File: src/rtl/rc_pulse_train_gen.sv
// rc_pulse_train_gen
//
// Serial RC pulse-train generator for a multi-channel motor controller. Each frame emits
// NUM_CH servo-style pulses back to back on one pin, separated by fixed low gaps. Channel
// levels are slew limited once per frame, a command watchdog ramps every channel to
// neutral when commands stop arriving, and a sticky flag records frames that ran out of
// time before all pulses were emitted.
//
// Ports
//   CLK          system clock
//   RST          synchronous active-high reset
//   CMD          per-channel command, channel k at [k*(MAG_W+2) +: MAG_W+2]:
//                [1:0] dir (00 fwd, 10 rev, 01/11 neutral), [MAG_W+1:2] magnitude
//   CMD_VALID    one-cycle strobe capturing all of CMD
//   PWM          registered serial pulse train
//   FRAME_START  high for the cycle in which the frame counter is 0
//   TIMEOUT      watchdog tripped
//   OVERRUN      sticky; a frame ended before all pulses were emitted

module rc_pulse_train_gen #(
    parameter int unsigned NUM_CH         = 2,
    parameter int unsigned MAG_W          = 3,
    parameter int unsigned FRAME_CYCLES   = 1200000,
    parameter int unsigned NEUTRAL_CYCLES = 150000,
    parameter int unsigned STEP_CYCLES    = 3125,
    parameter int unsigned GAP_CYCLES     = 120000,
    parameter int unsigned SLEW_MAX       = 1,
    parameter int unsigned TIMEOUT_FRAMES = 8
) (
    input  logic                        CLK,
    input  logic                        RST,
    input  logic [NUM_CH*(MAG_W+2)-1:0] CMD,
    input  logic                        CMD_VALID,
    output logic                        PWM,
    output logic                        FRAME_START,
    output logic                        TIMEOUT,
    output logic                        OVERRUN
);

    localparam int unsigned CMD_W = MAG_W + 2;
    // Levels span +/-2^MAG_W, so one sign bit on top of MAG_W+1 magnitude bits.
    localparam int unsigned LVL_W = MAG_W + 2;
    localparam int unsigned FC_W  = (FRAME_CYCLES > 1) ? $clog2(FRAME_CYCLES) : 1;
    localparam int unsigned CW    = $clog2(FRAME_CYCLES) + 1;
    localparam int unsigned CH_W  = (NUM_CH > 1) ? $clog2(NUM_CH) : 1;
    localparam int unsigned WD_W  = $clog2(TIMEOUT_FRAMES + 1) + 1;

    localparam int                       SLEW_I = int'(SLEW_MAX);
    localparam logic signed [LVL_W-1:0] SLEW_L = LVL_W'(SLEW_MAX);

    localparam logic [1:0] StIdle  = 2'd0;
    localparam logic [1:0] StPulse = 2'd1;
    localparam logic [1:0] StGap   = 2'd2;

    // Signed target level for one channel command field.
    function automatic logic signed [LVL_W-1:0] decode(input logic [CMD_W-1:0] f);
        logic signed [LVL_W-1:0] mag1;
        logic signed [LVL_W-1:0] res;
        mag1 = $signed(LVL_W'(f[CMD_W-1:2]) + LVL_W'(1));
        case (f[1:0])
            2'b00:   res = mag1;
            2'b10:   res = -mag1;
            default: res = '0;
        endcase
        return res;
    endfunction

    function automatic logic [CW-1:0] width_of(input logic signed [LVL_W-1:0] lvl);
        int w;
        w = int'(NEUTRAL_CYCLES) + int'(lvl) * int'(STEP_CYCLES);
        return CW'(w);
    endfunction

    // ------------------------------------------------------------------ frame counter
    logic [FC_W-1:0] frame_cnt_q;
    logic            frame_start;
    logic            frame_wrap;

    // Masked by RST so the counter sitting at 0 during reset does not flag a frame.
    assign frame_start = (frame_cnt_q == '0) && !RST;
    assign frame_wrap  = (frame_cnt_q == FC_W'(FRAME_CYCLES - 1));

    always_ff @(posedge CLK) begin
        if (RST) begin
            frame_cnt_q <= '0;
        end else if (frame_wrap) begin
            frame_cnt_q <= '0;
        end else begin
            frame_cnt_q <= frame_cnt_q + FC_W'(1);
        end
    end

    // ------------------------------------------------------------------ watchdog
    logic [WD_W-1:0] wd_q;
    logic [WD_W-1:0] wd_d;
    logic            trip_d;

    always_comb begin
        wd_d = wd_q;
        if (CMD_VALID) begin
            wd_d = '0;
        end else if (frame_start && (wd_q != WD_W'(TIMEOUT_FRAMES))) begin
            wd_d = wd_q + WD_W'(1);
        end
    end

    assign trip_d = (TIMEOUT_FRAMES != 0) && (wd_d == WD_W'(TIMEOUT_FRAMES));

    always_ff @(posedge CLK) begin
        if (RST) begin
            wd_q <= WD_W'(TIMEOUT_FRAMES);
        end else begin
            wd_q <= wd_d;
        end
    end

    assign TIMEOUT = (TIMEOUT_FRAMES != 0) && (wd_q == WD_W'(TIMEOUT_FRAMES));

    // ------------------------------------------------------------------ targets and levels
    logic signed [LVL_W-1:0] target_q   [NUM_CH];
    logic signed [LVL_W-1:0] level_q    [NUM_CH];
    logic signed [LVL_W-1:0] level_next [NUM_CH];
    logic signed [LVL_W-1:0] cmd_level  [NUM_CH];
    logic signed [LVL_W:0]   diff       [NUM_CH];

    always_comb begin
        for (int k = 0; k < NUM_CH; k++) begin
            cmd_level[k] = decode(CMD[k*CMD_W +: CMD_W]);
            diff[k] = {target_q[k][LVL_W-1], target_q[k]} - {level_q[k][LVL_W-1], level_q[k]};
            if ((SLEW_MAX == 0) || ((int'(diff[k]) <= SLEW_I) && (int'(diff[k]) >= -SLEW_I))) begin
                level_next[k] = target_q[k];
            end else if (diff[k] > 0) begin
                level_next[k] = level_q[k] + SLEW_L;
            end else begin
                level_next[k] = level_q[k] - SLEW_L;
            end
        end
    end

    // A capture in the frame-start cycle lands in target_q at the same edge the levels
    // step, so it only influences the following frame.
    always_ff @(posedge CLK) begin
        if (RST) begin
            for (int k = 0; k < NUM_CH; k++) begin
                target_q[k] <= '0;
                level_q[k]  <= '0;
            end
        end else begin
            for (int k = 0; k < NUM_CH; k++) begin
                if (CMD_VALID) begin
                    target_q[k] <= cmd_level[k];
                end else if (trip_d) begin
                    target_q[k] <= '0;
                end
                if (frame_start) begin
                    level_q[k] <= level_next[k];
                end
            end
        end
    end

    // ------------------------------------------------------------------ sequencer
    logic [1:0]      state_q;
    logic [1:0]      state_d;
    logic [CH_W-1:0] ch_q;
    logic [CH_W-1:0] ch_d;
    logic [CH_W-1:0] ch_inc;
    logic [CW-1:0]   timer_q;
    logic [CW-1:0]   timer_d;
    logic            pwm_q;
    logic            pwm_d;
    logic            overrun_q;
    logic            overrun_d;
    logic [CW-1:0]   width_first;
    logic [CW-1:0]   width_nextch;

    assign ch_inc = ch_q + CH_W'(1);
    // Channel 0 loads in the same cycle the levels step, so it needs the new level.
    assign width_first  = width_of(level_next[0]);
    assign width_nextch = width_of(level_q[ch_inc]);

    // timer_q counts the remaining cycles of the current pulse or gap, down to 0.
    always_comb begin
        state_d   = state_q;
        ch_d      = ch_q;
        timer_d   = timer_q;
        pwm_d     = pwm_q;
        overrun_d = overrun_q;
        case (state_q)
            StIdle: begin
                if (frame_start) begin
                    state_d = StPulse;
                    ch_d    = '0;
                    timer_d = width_first - CW'(1);
                    pwm_d   = 1'b1;
                end
            end
            StPulse: begin
                if (timer_q == '0) begin
                    pwm_d = 1'b0;
                    if (ch_q == CH_W'(NUM_CH - 1)) begin
                        state_d = StIdle;
                    end else begin
                        state_d = StGap;
                        timer_d = CW'(GAP_CYCLES - 1);
                    end
                end else begin
                    timer_d = timer_q - CW'(1);
                end
            end
            StGap: begin
                if (timer_q == '0) begin
                    state_d = StPulse;
                    ch_d    = ch_inc;
                    timer_d = width_nextch - CW'(1);
                    pwm_d   = 1'b1;
                end else begin
                    timer_d = timer_q - CW'(1);
                end
            end
            default: begin
                state_d = StIdle;
                pwm_d   = 1'b0;
            end
        endcase
        // A last pulse finishing exactly on the wrap is complete, not an overrun.
        if (frame_wrap && (state_q != StIdle) && (state_d != StIdle)) begin
            state_d   = StIdle;
            pwm_d     = 1'b0;
            overrun_d = 1'b1;
        end
    end

    always_ff @(posedge CLK) begin
        if (RST) begin
            state_q   <= StIdle;
            ch_q      <= '0;
            timer_q   <= '0;
            pwm_q     <= 1'b0;
            overrun_q <= 1'b0;
        end else begin
            state_q   <= state_d;
            ch_q      <= ch_d;
            timer_q   <= timer_d;
            pwm_q     <= pwm_d;
            overrun_q <= overrun_d;
        end
    end

    assign PWM         = pwm_q;
    assign FRAME_START = frame_start;
    assign OVERRUN     = overrun_q;

endmodule

File: config.mk
export PLATFORM = sky130hd
export DESIGN_NAME = rc_pulse_train_gen
export DESIGN_NICKNAME = d
export VERILOG_FILES = /design/src/rtl/rc_pulse_train_gen.sv
export SDC_FILE = /design/constraint.sdc
export NUM_CORES = 1
export LEC_CHECK = 0
export BUFFER_PORTS_ARGS = -buffer_cell sky130_fd_sc_hd__clkbuf_2
export CAP_MARGIN = 30
export CORE_ASPECT_RATIO = 0.5
export CORE_MARGIN = 1.5
export CORE_UTILIZATION = 60
export DETAILED_ROUTE_END_ITERATION = 10
export PLACE_DENSITY = 0.81
export SLEW_MARGIN = 5
export SYNTH_ARGS = -nofsm -noshare
export SYNTH_HDL_FRONTEND = slang
export SYNTH_SLANG_ARGS = --single-unit
export TNS_END_PERCENT = 10
File: constraint.sdc
create_clock -name CLK -period 10.4 [get_ports CLK]
set_input_delay 0 -clock CLK [delete_from_list [all_inputs] [get_ports CLK]]
set_output_delay 0 -clock CLK [all_outputs]
set_load 0.005 [all_outputs]
---- Yosys cells after proc, flatten, opt, wreduce, memory -nomap -nowiden ----
Memory sizes are Yosys's and may differ from the RTL's.
Index checks and enable logic that the tools add are counted.
storage, ports and cells
  bits in writable memories ............... 20
  register bits after elaboration ......... 53
  input port bits ......................... 13
  memories kept ........................... 2
  output and inout port bits .............. 4
cells by class
  equal/unequal tests ..................... 12
  add/sub/neg operators ................... 18
  bitwise gates (word level) .............. 6
  multiplexer cells ....................... 43
  multipliers ............................. 2
  reduce and logical (&&, ||, !) cells .... 21
  magnitude comparators ................... 6
memories
  memory    words  width  rd ports  clocked after Yosys merged registers in  wr ports  RTL line  text
  level_q   2      5      3         0                                        2         121       logic signed [LVL_W-1:0] level_q [NUM_CH];
  target_q  2      5      2         0                                        2         120       logic signed [LVL_W-1:0] target_q [NUM_CH];
operators with widths
  cell                      count
  $mux W22                  4
  $pmux W22 S3              1
  $mux W5                   12
  $sub A20 B2 Y21 const B   2
  $add A19 B18 Y20 const A  2
  $mul A5 B13 Y18 const B   2
  $logic_not A22 Y1         1
  $sub A22 B1 Y22 const B   1
  $add A21 B1 Y21 const B   1
  $eq A21 B21 Y1 const B    1
  $logic_not A21 Y1         1
  $pmux W5 S2               2
  $mux W1                   17
  $ge A6 B1 Y1 const B      2
  $gt A6 B1 Y1 const B      2
  $le A6 B2 Y1 const B      2
  $sub A5 B5 Y6             2
  $add A5 B2 Y5 const B     2
  $eq A5 B4 Y1 const B      2
  $neg A4 Y5                2
  $sub A5 B2 Y5 const B     2
  $reduce_and A3 Y1         3
  $add A3 B1 Y4 const B     2
  $mux W2                   4
  17 further kinds          36

---- Longest topological paths before layout ----
  depth after elaboration ................. 11
  depth in mapped cells ................... 31
  depth with buffers taken out ............ 31

---- Worst setup path after synthesis ----
Ideal clock, no wire load.
  kind .................................... register to register
  start point ............................. mem level_q[0][0] (netlist name)
  end point ............................... reg timer_q[16]
  period minus slack after synthesis ...... 6.442 ns
  required time ........................... 10.280 ns
  stages on the path, launching flop included .. 31
  path slack .............................. 3.958 ns
  data arrival time ....................... 6.322 ns
  cell sequence ........................... edfxtp_1 > ha_1 > fa_1 > nand2b_1 > a21oi_1 > xor2_1 > nor3_1 > nand2_1 > nand2_1 > ha_1 > a21o_1 > a21oi_1 > xor2_1 > nor2_1 > a22o_1 > or2_2 > clkbuf_1 > inv_1 > ha_1 > fa_1 > inv_1 > fa_1 > nor2b_1 > o21ai_0 > a21boi_0 > o21ai_0 > a21oi_1 > a31oi_1 > and4_1 > o21ba_2 > o31a_1
RTL lines
  element               RTL line  text
  from (decl)           121
  to (signal assigned)  244       timer_q <= timer_d;
  to (decl)             168       logic [CW-1:0] timer_q;

==> results.txt <==
- The first global-routing pass estimated 27200 um of wire.
- The floorplan step defined a die boundary enclosing 12700 um^2.
- After the flow finishes, the layout carries non-filler instances totaling 1072.
- Critical Path AT: 7.43 ns
* Growth of design area from synthesis to finish: 8.29%
* Required time at the endpoint of the critical path: 10.63 ns
- Number of fill cells: 979
* Unrepaired setup endpoints after global routing: false
- The worst setup path is captured at a flip-flop.
- Summing all flip-flop and latch instances after layout gives 1610 um^2.
- For this run, the total global-route usage over all layers was measured as 0.270.
- Final critical path time including I/O delays and setup: 7.20 ns
- Synthesis produced a netlist with a net count of 1020.
- Post-CTS sizing: 0
- Highest net fanout along the worst path: 7
- Slew at the pin with the worst max-slew slack: 0.913 ns
* Synth Warn #: 0
* Count of final setup violators: 0
- Once detail routing completed, the nets flagged for antenna violations numbered 0.
- The routed layout has 6394 vias.
- Hold is met by 0.00929 ns.
- Number of iterations in the first detailed-routing pass: 6
* Setup TNS: 0 ns
* RePlAce Congestion: 0.934
- In this run the count of I/O pins placed on the die edge is 17.
- Number of antenna violations at the first check in global routing: 0
- Initial DRC Count: 378
* Number of diodes: 0
- Number of buffers inserted by hold repair at cts: 2
* CTS clock-pin slew for the worst setup and hold paths: 0.06 ns
- The placed instances occupy a cell area of 7450 um^2.
- Pin count of the biggest net entering global routing: 44
* Remaining global-route overflow: 0
- Most used DFF post-synth: dfxtp_1
- Die Height: 80.5 um
* Largest stage delay on the critical path: 0.57 ns
- Max_slew headroom: 0.390
- Met3 Resource Use GR: 0.0426
* HPWL reported at the end of detailed placement: 12600 um
* Path class of the lowest-slack min-delay path: input pin to flip-flop
- The number of pins exceeding their max-slew limit in the final report is 0.
* Clock root cell: clkbuf_16
* Launching element type of the critical path: flip-flop
- Ratio of final minimum period to clock period: 0.692
- Highest Clock Rate: 139 MHz
* Cell area after layout: 7800 um^2
* Effective utilization at floorplan: 0.612
* Net count reported at finish: 1034
* Sinks on Clock Net: 73
- Highest-utilization routing layer at the global route stage: met2
* Later-pin clock latency in the skew report: 0.35 ns
* Detailed-route DRC error count: 0
* Asr flop ratio synth: 0
* Clock buffers created by TritonCTS: 9
- Average vias per placed instance: 5.96
* Flip-flop and latch count after synthesis: 73
- Met2 track demand over resource in global routing: 0.477
* Area of combinational cells with multiple inputs: 5160 um^2
* Clock tree from TritonCTS: done
* Cells after synthesis: 888
- Area fraction of the dominant cell type after synthesis: 0.169
- WL/cell: 15.6 um
* Met1 usage: 0.343
* Synthesized area: 7200 um^2
- Across the run, the number of max-cap violations was 0.
* Clock tree skew after final layout: 0.00566 ns
- The netlist uses 71 different library cells.
- Layout cell share with drive strength beyond 1: 0.0728
- Critical path's slowest cell: fa_1
* Buffer levels on the longest clock path: 2
- Number of enable flip-flop cells after synthesis: 15
- Vias in the first global route: 5898
* WL final: 16700 um
* Critical path start-end classification: flip-flop to flip-flop
- I/O Buffers: 16
* Most used standard cell by instance count after synthesis: nor2_1
- The share of the Yosys chip area taken by registers is 0.224.
- After clock tree synthesis, the setup repair step added 0 buffers.
* Count of final hold-check violations: 0
- The total area inside the core boundary comes to 11800 um^2.
- Synth Area per Inst: 8.11 um^2
- Most instantiated cells after synthesis: nor2_1 (101), ha_1 (97), inv_1 (89), a21oi_1 (62), dfxtp_1 (58)
* Leading cell types by total area after synthesis: ha_1 (17%), dfxtp_1 (16%), edfxtp_1 (6.3%)
- Measured along the x axis, the die boundary spans 158 um.
* Top cell type by total area after synthesis: ha_1
- Std cell rows: 28
- Run status: complete, no violations
* Count of placed standard cells including taps: 1053
* H-tree lvl count: 3
## worst max-delay path: cells and delay by family (launching register included)
kind | cells | cell delay, ns
adder cells (fa/ha/maj) | 6 | 2.27
AO/OA/AOI/OAI | 11 | 2.30
flip-flops | 1 | 0.47
AND/OR/NAND/NOR | 8 | 1.27
buffers and inverters | 2 | 0.34
XOR/XNOR | 2 | 0.43
## final cells by class
cell class                      instances  area share
Clock buffer                            9      0.0289
Clock inverter                          7      0.0106
Inverter                               90      0.0433
Multi-Input combinational cell        702       0.662
Sequential cell                        73       0.207
Tap cell                              165      0.0265
Timing Repair Buffer                   26      0.0215
## layer usage
| metal | vias to the layer above | wire (um) |
|---|---|---|
| li1 | 3138 | - |
| met4 | 0 | 249 |
| met3 | 28 | 915 |
| met2 | 190 | 7930 |
| met1 | 3038 | 7600 |
| met5 | - | 0 |
## kinds of logic (layout without fill, tap and decap cells)
group	Yosys count	in the layout	share of synthesized area
compound gates	195	195	0.170
xor+xnor	62	62	0.0754
fa+ha+maj	119	119	0.230
buf+inv	113	132	0.0596
flops	73	73	0.224
mux	18	18	0.0254
simple gates	308	308	0.216
## through the flow
| step | util | worst slack [ns] |
|---|---|---|
| 3_5_place_dp | 0.633 | 3.36 |
| 3_3_place_gp | 0.633 | 3.65 |
| 2_1_floorplan | - | 3.96 |
| 6_report | 0.662 | 3.20 |
| 5_1_grt | 0.662 | 2.64 |
| 4_1_cts | 0.661 | 3.28 |
## cell usage in the layout, fill, tap and decap left out, types with 3 or more instances in the layout
cell type / n
a211oi_1: 9
a21o_1: 15
a21oi_1: 62
a22oi_1: 4
a31o_2: 3
a31oi_1: 8
and2_1: 4
and3_1: 6
buf_4: 7
clkbuf_16: 9
clkbuf_2: 16
dfxtp_1: 58
edfxtp_1: 15
fa_1: 22
ha_1: 97
inv_1: 89
inv_6: 4
mux2i_1: 16
nand2_1: 55
nand2b_1: 17
nand3_1: 15
nand4_1: 11
nor2_1: 101
nor2b_1: 13
nor3_1: 30
nor3b_1: 8
nor4_1: 9
o211ai_1: 4
o21ai_0: 43
o21bai_1: 8
o22ai_1: 6
o31a_1: 3
o31ai_1: 4
or2_2: 7
or3_1: 9
or4_1: 5
xnor2_1: 31
xor2_1: 31
## flip-flops by register name (all words and copies together) (netlist names)
| signal | cells |
|---|---|
| OVERRUN | 1 |
| PWM | 1 |
| ch_q | 1 |
| frame_cnt_q | 21 |
| level_q | 10 |
| state_q | 2 |
| target_q | 10 |
| timer_q | 22 |
| wd_q | 5 |
## final timing paths
kind | from | end | slack, ns | cells past startpoint
worst max-delay path | level_q[0][0]$_SDFFCE_PN0P_ | timer_q[16]$_SDFFE_PP0P_ | 3.20 | 29
worst min-delay path | CMD[2] | target_q[0][0]$_SDFFCE_PP0P_ | 0.009 | 2
worst max register to register | level_q[0][0]$_SDFFCE_PN0P_ | timer_q[16]$_SDFFE_PP0P_ | 3.20 | 29
worst min register to register | OVERRUN$_SDFFE_PP0P_ | OVERRUN$_SDFFE_PP0P_ | 0.46 | 2
Power is not shown: default switching activity piles up to over one toggle a cycle in this logic, so the estimate is an artifact.
